<file path="config.mk">
export PLATFORM = sky130hd
export DESIGN_NAME = spi_flash_cmd_engine
export DESIGN_NICKNAME = d
export VERILOG_FILES = /design/src/rtl/spi_flash_pkg.sv /design/src/rtl/spi_flash_prefetch.sv /design/src/rtl/spi_flash_cmd_engine.sv
export SDC_FILE = /design/constraint.sdc
export NUM_CORES = 1
export LEC_CHECK = 0
export BUFFER_PORTS_ARGS = -buffer_cell sky130_fd_sc_hd__buf_4
export CORE_MARGIN = 2
export CORE_UTILIZATION = 55
export DETAILED_ROUTE_END_ITERATION = 6
export PLACE_DENSITY = 0.8
export SKIP_LAST_GASP = 1
export SLEW_MARGIN = 25
export SYNTH_ARGS = -nofsm -noshare
export SYNTH_HDL_FRONTEND = slang
export SYNTH_HIERARCHICAL = 1
export SYNTH_SLANG_ARGS = --single-unit
</file>
<file path="constraint.sdc">
create_clock -name clk -period 8.6 [get_ports clk]
set_clock_uncertainty 0.2 [all_clocks]
set_input_delay 1.72 -clock clk [delete_from_list [all_inputs] [get_ports clk]]
set_output_delay 1.72 -clock clk [all_outputs]
set_load 0.03 [all_outputs]
</file>
<file path="src/rtl/spi_flash_pkg.sv">
// Shared opcodes, state encoding and address-phase length for the SPI flash command engine.
// Latency: n/a (declarations only).
// Backpressure: n/a.
package spi_flash_pkg;

  localparam int ADDR_BYTES = 3;

  localparam logic [7:0] OP_READ      = 8'h03;
  localparam logic [7:0] OP_FAST_READ = 8'h0B;
  localparam logic [7:0] OP_RDID      = 8'h9F;
  localparam logic [7:0] OP_RDSR      = 8'h05;

  typedef enum logic [2:0] {
    ST_IDLE,
    ST_CMD,
    ST_ADDR,
    ST_DUMMY,
    ST_DATA,
    ST_ID,
    ST_STAT,
    ST_IGNORE
  } state_e;

endpackage

</file>
<file path="src/rtl/spi_flash_prefetch.sv">
// Read-stream fetcher: memory request/ack handshake, 1-byte prefetch buffer, address increment.
// Latency: first byte is handed to the tx path in the ack cycle; later bytes come from the prefetch buffer on each take.
// Backpressure: the request is held until ack; a take with no prefetched byte reports an underrun (drop) and loads on arrival.
module spi_flash_prefetch #(
  parameter int ADDR_W = 24
) (
  input  logic              clk,
  input  logic              reset,
  input  logic              clear,
  input  logic              start,
  input  logic [ADDR_W-1:0] start_addr,
  input  logic              take,
  output logic              load,
  output logic [7:0]        load_data,
  output logic              drop,
  output logic              mem_rd_req,
  output logic [ADDR_W-1:0] mem_addr,
  input  logic              mem_rd_ack,
  input  logic [7:0]        mem_rd_data
);

  logic              req_q, req_d;
  logic [ADDR_W-1:0] addr_q, addr_d;
  logic [7:0]        pf_q, pf_d;
  logic              pf_vld_q, pf_vld_d;
  logic              wait_q, wait_d;
  logic              underrun_q, underrun_d;
  logic              ack;

  // An ack only counts while a request is outstanding, so acks after an abort are dropped.
  assign ack        = mem_rd_ack & req_q;
  assign mem_rd_req = req_q;
  assign mem_addr   = addr_q;

  // Next-state: a request is outstanding only while the prefetch buffer is empty.
  always_comb begin
    req_d      = req_q;
    addr_d     = addr_q;
    pf_d       = pf_q;
    pf_vld_d   = pf_vld_q;
    wait_d     = wait_q;
    underrun_d = underrun_q;
    load       = 1'b0;
    load_data  = mem_rd_data;
    drop       = 1'b0;
    if (clear) begin
      req_d    = 1'b0;
      pf_vld_d = 1'b0;
      wait_d   = 1'b0;
    end else if (start) begin
      addr_d   = start_addr;
      req_d    = 1'b1;
      pf_vld_d = 1'b0;
      wait_d   = 1'b1;
    end else begin
      if (take && pf_vld_q) begin
        load      = 1'b1;
        load_data = pf_q;
        pf_vld_d  = 1'b0;
        req_d     = 1'b1;
      end else if (take && !ack) begin
        drop       = 1'b1;
        wait_d     = 1'b1;
        underrun_d = 1'b1;
      end
      if (ack) begin
        addr_d = addr_q + ADDR_W'(1);
        if (wait_q || take) begin
          load      = 1'b1;
          load_data = mem_rd_data;
          wait_d    = 1'b0;
          req_d     = 1'b1;
        end else begin
          pf_d     = mem_rd_data;
          pf_vld_d = 1'b1;
          req_d    = 1'b0;
        end
      end
    end
  end

  // State registers.
  always_ff @(posedge clk or posedge reset) begin
    if (reset) begin
      req_q      <= 1'b0;
      addr_q     <= '0;
      pf_q       <= '0;
      pf_vld_q   <= 1'b0;
      wait_q     <= 1'b0;
      underrun_q <= 1'b0;
    end else begin
      req_q      <= req_d;
      addr_q     <= addr_d;
      pf_q       <= pf_d;
      pf_vld_q   <= pf_vld_d;
      wait_q     <= wait_d;
      underrun_q <= underrun_d;
    end
  end

endmodule

</file>
<file path="src/rtl/spi_flash_cmd_engine.sv">
// Read-only SPI NOR command layer (READ, RDID, RDSR; FAST_READ when SPI_FLASH_FAST_READ_EN is defined).
// Latency: tx byte/strobe registered one cycle after the rx strobe or memory ack that produces it.
// Backpressure: none toward the shifter; memory request held until ack; cs high aborts everything next cycle.
module spi_flash_cmd_engine
  import spi_flash_pkg::*;
#(
  parameter int          ADDR_W     = 24,
  parameter logic [23:0] JEDEC_ID   = 24'hEF4018,
  parameter logic [7:0]  STATUS_VAL = 8'h00
) (
  input  logic              clk,
  input  logic              reset,
  input  logic              spi_cs,
  input  logic              spi_rx_strobe,
  input  logic [7:0]        spi_rx_data,
  output logic              spi_tx_strobe,
  output logic [7:0]        spi_tx_data,
  output logic              mem_rd_req,
  output logic [ADDR_W-1:0] mem_addr,
  input  logic              mem_rd_ack,
  input  logic [7:0]        mem_rd_data,
  output logic              busy
);

  state_e      state_q, state_d;
  logic [1:0]  cnt_q, cnt_d;
  logic [23:0] ashift_q, ashift_d;
  logic        tx_strobe_q, tx_strobe_d;
  logic [7:0]  tx_data_q, tx_data_d;
  logic        busy_q, busy_d;
`ifdef SPI_FLASH_FAST_READ_EN
  logic        fast_q, fast_d;
`endif

  logic [23:0]       addr_full;
  logic              pf_clear, pf_start, pf_take, pf_load, pf_drop;
  logic [7:0]        pf_load_data;
  logic [ADDR_W-1:0] pf_start_addr;

  // Address as it stands once the current rx byte is shifted in.
  assign addr_full = {ashift_q[15:0], spi_rx_data};

  // Decode FSM and tx mux; chip-select high overrides every state.
  always_comb begin
    state_d       = state_q;
    cnt_d         = cnt_q;
    ashift_d      = ashift_q;
    tx_strobe_d   = tx_strobe_q;
    tx_data_d     = tx_data_q;
    pf_clear      = 1'b0;
    pf_start      = 1'b0;
    pf_take       = 1'b0;
    pf_start_addr = (state_q == ST_ADDR) ? addr_full[ADDR_W-1:0] : ashift_q[ADDR_W-1:0];
`ifdef SPI_FLASH_FAST_READ_EN
    fast_d        = fast_q;
`endif
    if (spi_cs) begin
      state_d     = ST_IDLE;
      tx_strobe_d = 1'b0;
      pf_clear    = 1'b1;
    end else begin
      case (state_q)
        ST_IDLE: begin
          state_d = ST_CMD;
          cnt_d   = 2'd0;
        end
        ST_CMD: begin
          if (spi_rx_strobe) begin
            cnt_d = 2'd0;
            case (spi_rx_data)
              OP_READ: begin
                state_d = ST_ADDR;
`ifdef SPI_FLASH_FAST_READ_EN
                fast_d  = 1'b0;
`endif
              end
`ifdef SPI_FLASH_FAST_READ_EN
              OP_FAST_READ: begin
                state_d = ST_ADDR;
                fast_d  = 1'b1;
              end
`endif
              OP_RDID: begin
                state_d     = ST_ID;
                tx_data_d   = JEDEC_ID[23:16];
                tx_strobe_d = 1'b1;
              end
              OP_RDSR: begin
                state_d     = ST_STAT;
                tx_data_d   = STATUS_VAL & 8'hFE;
                tx_strobe_d = 1'b1;
              end
              default: state_d = ST_IGNORE;
            endcase
          end
        end
        ST_ADDR: begin
          if (spi_rx_strobe) begin
            ashift_d = addr_full;
            cnt_d    = cnt_q + 2'd1;
            if (cnt_q == 2'(ADDR_BYTES - 1)) begin
`ifdef SPI_FLASH_FAST_READ_EN
              if (fast_q) begin
                state_d = ST_DUMMY;
              end else begin
                state_d  = ST_DATA;
                pf_start = 1'b1;
              end
`else
              state_d  = ST_DATA;
              pf_start = 1'b1;
`endif
            end
          end
        end
`ifdef SPI_FLASH_FAST_READ_EN
        ST_DUMMY: begin
          if (spi_rx_strobe) begin
            state_d  = ST_DATA;
            pf_start = 1'b1;
          end
        end
`endif
        ST_DATA: pf_take = spi_rx_strobe;
        ST_ID: begin
          if (spi_rx_strobe) begin
            if (cnt_q == 2'd0) begin
              tx_data_d = JEDEC_ID[15:8];
              cnt_d     = 2'd1;
            end else if (cnt_q == 2'd1) begin
              tx_data_d = JEDEC_ID[7:0];
              cnt_d     = 2'd2;
            end else begin
              tx_strobe_d = 1'b0;
            end
          end
        end
        default: ;
      endcase
      if (state_q == ST_DATA && pf_load) begin
        tx_data_d   = pf_load_data;
        tx_strobe_d = 1'b1;
      end else if (state_q == ST_DATA && pf_drop) begin
        tx_strobe_d = 1'b0;
      end
    end
    busy_d = (state_d != ST_IDLE);
  end

  // FSM state and registered outputs.
  always_ff @(posedge clk or posedge reset) begin
    if (reset) begin
      state_q     <= ST_IDLE;
      cnt_q       <= 2'd0;
      ashift_q    <= '0;
      tx_strobe_q <= 1'b0;
      tx_data_q   <= 8'h00;
      busy_q      <= 1'b0;
`ifdef SPI_FLASH_FAST_READ_EN
      fast_q      <= 1'b0;
`endif
    end else begin
      state_q     <= state_d;
      cnt_q       <= cnt_d;
      ashift_q    <= ashift_d;
      tx_strobe_q <= tx_strobe_d;
      tx_data_q   <= tx_data_d;
      busy_q      <= busy_d;
`ifdef SPI_FLASH_FAST_READ_EN
      fast_q      <= fast_d;
`endif
    end
  end

  assign spi_tx_strobe = tx_strobe_q;
  assign spi_tx_data   = tx_data_q;
  assign busy          = busy_q;

  spi_flash_prefetch #(.ADDR_W(ADDR_W)) u_prefetch (
    .clk         (clk),
    .reset       (reset),
    .clear       (pf_clear),
    .start       (pf_start),
    .start_addr  (pf_start_addr),
    .take        (pf_take),
    .load        (pf_load),
    .load_data   (pf_load_data),
    .drop        (pf_drop),
    .mem_rd_req  (mem_rd_req),
    .mem_addr    (mem_addr),
    .mem_rd_ack  (mem_rd_ack),
    .mem_rd_data (mem_rd_data)
  );

endmodule

</file>
Word level (Yosys, flattened, before mapping):

Cells that the tools add are included.

* input bits: 21
* output and inout bits: 35
* word-level logic and storage cells: 129
* bits in registers: 74

* $add $sub $neg: 2
* muxes and demuxes: 68
* reduce and logical (&&, ||, !) cells: 21
* eq/ne operators: 22
* bitwise logic cells: 5

Operator list (number)
* two-way mux 8 bit: 10
* two-way mux 24 bit: 3
* two-way mux 1 bit: 40
* one-hot mux 8 bit (2 select lines): 2
* != test 5 bit, second input constant: 5
* adder 24 x 1 -> 24 bit, second input constant: 1
* one-hot mux 3 bit (3 select lines): 2
* AND reduction 6 bit: 3
* two-way mux 3 bit: 4
* two-way mux 2 bit: 5
* != test 3 bit, second input constant: 3
* equality test 8 x 2 -> 1 bit, second input constant: 1
* equality test 8 x 3 -> 1 bit, second input constant: 1
* equality test 8 bit, second input constant: 1
* != test 4 bit, second input constant: 2
* one-hot mux 2 bit (4 select lines): 1
* nonzero test 4 bit: 2
* equality test 3 bit, second input constant: 2
* != test 2 bit, second input constant: 3
* nonzero test 3 bit: 2
* nonzero test 5 bit: 1
* logical AND 1 bit: 4
* NOT 1 bit: 4
* AND reduction 4 bit: 1
* 15 further kinds: 15

Longest topological paths before layout:

* depth in word-level cells: 12
* depth in mapped cells: 17
* gate-level depth less buffers: 10

By module:

Netlist, hierarchy kept.

By module, submodules not included
* spi_flash_prefetch: area each 2240.9 um^2, seq. area each 875.8 um^2, instances 1, cells each 247
* spi_flash_cmd_engine: area each 2157.1 um^2, seq. area each 975.9 um^2, instances 1, cells each 181

Worst setup path after synthesis:

No wires, ideal clock.

* path type: input to register
* start point: input spi_cs
* end point: register tx_data_q[0], in the netlist spi_tx_data[0]
* data required time: 8275 ps
* arrival: 3912 ps
* library setup time: 125 ps
* path buffers: 4
* setup slack: 4363 ps
* cell stages on the path: 13
* path through: inv_1 > nand3_2 > buf_2 > nor2_1 > buf_2 > buf_2 > buf_1 > nor2_1 > a21boi_0 > nand3b_1 > a21oi_1 > o211ai_4 > mux2_4

* elaborated cells on any way between the ends: 24
* classes of those cells: eq/ne (4); mux (14); bitwise (1); reduce/logical (5)

RTL lines
* start, declared: RTL line spi_flash_cmd_engine.sv:13 `input logic spi_cs,`
* two-way mux 1 bit *: RTL line spi_flash_cmd_engine.sv:57 `if (spi_cs) begin`
* named net pf_start: RTL line spi_flash_cmd_engine.sv:36 `logic pf_clear, pf_start, pf_take, pf_load, pf_drop;`
* two-way mux 1 bit *: RTL line spi_flash_prefetch.sv:50 `end else if (start) begin`
* two-way mux 1 bit *: RTL line spi_flash_prefetch.sv:46 `if (clear) begin`
* named net pf_load: RTL line spi_flash_cmd_engine.sv:36
* logical AND 1 bit *: RTL line spi_flash_cmd_engine.sv:140 `if (state_q == ST_DATA && pf_load) begin`
* != test 4 bit (no source line), or another cell as far along
* AND reduction 6 bit (no source line)
* end signal, assigned: RTL line spi_flash_cmd_engine.sv:167 `tx_data_q <= tx_data_d;`
* end, declared: RTL line spi_flash_cmd_engine.sv:29 `logic [7:0] tx_data_q, tx_data_d;`

The timed path passes the listed nets; every way through them passes the cells marked *.
A chain may end at the register's enable or synchronous reset.

Worst setup path in the final report:

* start point: input spi_cs
* end point: register tx_data_q[1], in the netlist spi_tx_data[1]

Same word-level chain as after synthesis.

==> flow_summary_export.csv <==
group,metric,value,unit
drt,drt-initial-drc-count,361,
place,hpwl,7.43,mm
sta,worstMarginPinSlew,0.933,ns
cts,cts_tree,"done",
layout,nets,502,
logic_synthesis,syn_area_per_cell,10.3,µm²
cts,clock_sinks,74,
place,io_buffers,55,
floorplanning,core,0.00773,mm²
global_route,grt_max_degree,45,
flow_run,maxCapViolations,0,
sta,slew_violations,0,
drt,drtPass1Iterations,6,
cts,cts_setup_buffers,0,
hold_path,min_to,"u_prefetch/pf_q[1]",
logic_synthesis,synth-seq-cells,74,
logic_synthesis,synth_area_leader_cell,"dfrtp_1",
floorplanning,dieArea,0.00873,mm²
power,power_density,172,mW/mm²
power,seqPwrFrac,47.5,%
global_route,antenna_found_initial,0,
floorplanning,start_util,56.9,%
drt,avgViaCountPerCell,6.25,
logic_synthesis,ys_async_sr_fraction,100,%
place,routabilityCongestion,0.879,
power,switchingPower,238,µW
logic_synthesis,synth_cells,428,
layout,drive_gt1_share,34.3,%
layout,final_cells,583,
layout,fin_area,0.00510,mm²
global_route,grtUsageMet1,33.8,%
critical_path,worstReg2RegStart,"state_q[0]",
drt,vias,3642,
power,switching_share,27.0,%
critical_path,rrSetupSlack,4.78,ns
sta,rsz0062_at_grt,"false",
layout,fill_cells,587,
logic_synthesis,synthesis.area,0.00440,mm²
floorplanning,die_w,93.4,µm
floorplanning,rows,32,
layout,utilization,66.0,%
sta,slew_headroom,37.0,%
cts,htree_levels,3,
power,intPower,642,µW
global_route,use_met3,4.92,%
cts,clk_pin_slew_worst_paths,0.07,ns
logic_synthesis,synth-seq-area-share,42.1,%
drt,wl_per_cell,18.3,µm
floorplanning,io-pin-count,56,
cts,cts_hold_buffers,0,
place,place_area,0.00488,mm²
power,combPwrFrac,17.8,%
sta,fin_crit_sh,53.5,%
power,p_leak,0.00223,µW
global_route,grt_pass1_wl,17.5,mm
drt,wl,10.7,mm
logic_synthesis,ys_warn_count,6,
sta,min_period,4.60,ns
cts,cts.path.max_buffers,2,
power,ir_drop,0.0000950,V
hold_path,hold_depth,1,
drt,antenna_left,0,
global_route,grt-busiest-layer,"met2",
critical_path,cp_max_fo,44,
global_route,grt_pass1_vias,3498,
hold_path,hp-class,"register to register",
critical_path,r2r_cells,11,
power,clkPwrFrac,34.7,%
logic_synthesis,syn-num-nets,453,
global_route,use_met2,41.7,%
sta,final_hold_viol_count,0,
critical_path,cp.required,8.69,ns
logic_synthesis,synthTopCellsByArea,"dfrtp_1 (42%), mux2_2 (18%), a21oi_1 (2.7%)",
drt,drc_errors,0,
global_route,grt_usage,26.0,%
critical_path,worstReg2RegEnd,"spi_tx_data[1]",
sta,hold_slack,0.304,ns
critical_path,cp-start-kind,"input port",
cts,cts-root-buf,"clkbuf_8",
place,placed_cells,568,
cts,insertion_delay,0.35,ns
layout,syn_to_final_growth,16.0,%
cts,cts_made_buffers,9,
critical_path,cp_data_arrival_time,4.70,ns
logic_synthesis,ys.flop_type,"dfrtp_1",
sta,setup_viol,0,
hold_path,hold_path_startpoint,"u_prefetch/pf_q[1]",
floorplanning,chipHeight,93.4,µm
logic_synthesis,yosysTopAreaCellShare,42.1,%
layout,n_antenna_cell,0,
logic_synthesis,ys_types,68,
sta,fmax,217,MHz
critical_path,end_kind,"register",
global_route,grt_overflow,0,
logic_synthesis,synth_edf_count,0,
sta,setup_tns,0,ns
critical_path,crit_type,"input port to register",
cts,cts.repair.resized,0,
outcome,status,"completed",
==> worst max-delay path, cell delays in order <==
cell      delay, ns
buf_4          0.22
inv_1          0.11
nand3_2        0.45
nor2_2         0.06
buf_4          0.29
nor2_1         0.24
a21boi_0       0.42
nor4bb_2       0.80
nand2_1        0.13
nand2_1        0.11
mux2_2         0.14
==> worst max path at each step <==
| stage | startpoint | end | slack (ns) | cells past startpoint |
|---|---|---|---|---|
| global placement | spi_cs | spi_tx_data[3] | 3.60 | 11 |
| finish | spi_cs | spi_tx_data[1] | 4.00 | 11 |
| global route | spi_cs | spi_tx_data[1] | 3.77 | 11 |
| floorplan | spi_cs | spi_tx_data[0] | 4.36 | 13 |
| CTS | spi_cs | spi_tx_data[1] | 4.05 | 11 |
| detailed placement | spi_cs | spi_tx_data[0] | 3.68 | 11 |
==> layout make-up <==
| class | instances | area [µm²] | area share [%] |
|---|---|---|---|
| clock inverters | 2 | 60.1 | 1.18 |
| inverters | 18 | 67.6 | 1.32 |
| well taps | 102 | 128 | 2.50 |
| repair buffers | 60 | 450 | 8.83 |
| clock buffers | 13 | 159 | 3.12 |
| flip-flops and latches | 74 | 1850 | 36.3 |
| multi-input cells | 314 | 2380 | 46.8 |
==> routing by layer <==
layer	routed length, µm	vias to the layer above
li1	-	1693
met1	4490	1749
met2	5270	162
met3	577	38
met4	358	0
met5	0	-
==> layout by cell type (no fill, tap or decap), types with 2 or more instances in the layout <==
cell / Yosys / routed
a21oi_1: 24 / 24
nand2b_1: 5 / 5
o2bb2ai_1: 5 / 5
clkbuf_8: 0 / 11
buf_4: 3 / 60
mux2i_1: 5 / 5
nor2b_1: 2 / 2
clkbuf_1: 8 / 2
bufinv_16: 0 / 2
a22oi_1: 5 / 5
inv_1: 17 / 17
a311o_1: 3 / 3
o22ai_1: 3 / 3
nor3_1: 13 / 13
nor4_4: 2 / 2
o21ai_0: 22 / 22
a211oi_1: 5 / 5
nor4b_1: 2 / 2
a31oi_1: 4 / 4
nor4_1: 7 / 7
mux2_2: 71 / 71
nand4_1: 8 / 8
and4_1: 2 / 2
nand2_1: 31 / 31
or3_1: 3 / 3
and2_1: 2 / 2
dfrtp_1: 74 / 74
nor2_1: 29 / 28
ha_1: 4 / 4
o221ai_1: 2 / 2
a21boi_0: 3 / 3
nor3b_1: 3 / 3
nand3_2: 2 / 2
and3_1: 4 / 4
nand3_1: 11 / 11
==> synth_stat cells, drive strengths merged, types with 4 or more instances <==
master and n:
a31oi 4, nand2 31, nand3 13, a22oi 5
nand4 9, ha 4, dfrtp 74, nand2b 5
mux2 72, a211oi 5, nor2 29, clkbuf 8
o21ai 23, nor4 9, buf 14, o22ai 4
inv 17, and3 4, nor3 14, o2bb2ai 5
a21oi 25, mux2i 5
==> state kept, by name, indices dropped and copies added (netlist names), 2 cells and up <==
register             cells
cnt_q                    2
u_prefetch/pf_q          8
spi_tx_data              8
state_q                  3
ashift_q                24
u_prefetch/mem_addr     24
==> cell families (layout without fill, tap and decap cells) <==
group | Yosys count | after routing | synth area share, %
fa+ha+maj | 4 | 4 | 1.14
simple gates | 139 | 139 | 18.4
flops | 74 | 74 | 42.1
buf+inv | 40 | 93 | 3.95
mux | 77 | 77 | 19.7
compound gates | 94 | 94 | 14.7
==> per-stage QoR <==
| stage | worst slack, ns | power [µW] |
|---|---|---|
| finish | 4.00 | 879 |
| global route | 3.77 | 918 |
| floorplan | 4.36 | 522 |
| global placement | 3.60 | 573 |
| CTS | 4.05 | 883 |
| detailed placement | 3.68 | 580 |
==> power groups by stage <==
stage / clock [µW] / combinational, µW / sequential [µW]
floorplan: 0 / 94.9 / 427
global placement: 0 / 153 / 420
detailed placement: 0 / 157 / 423
CTS: 308 / 158 / 417
global route: 326 / 168 / 423
finish: 305 / 157 / 417
Note: power is estimated with default switching activity, not from simulation.
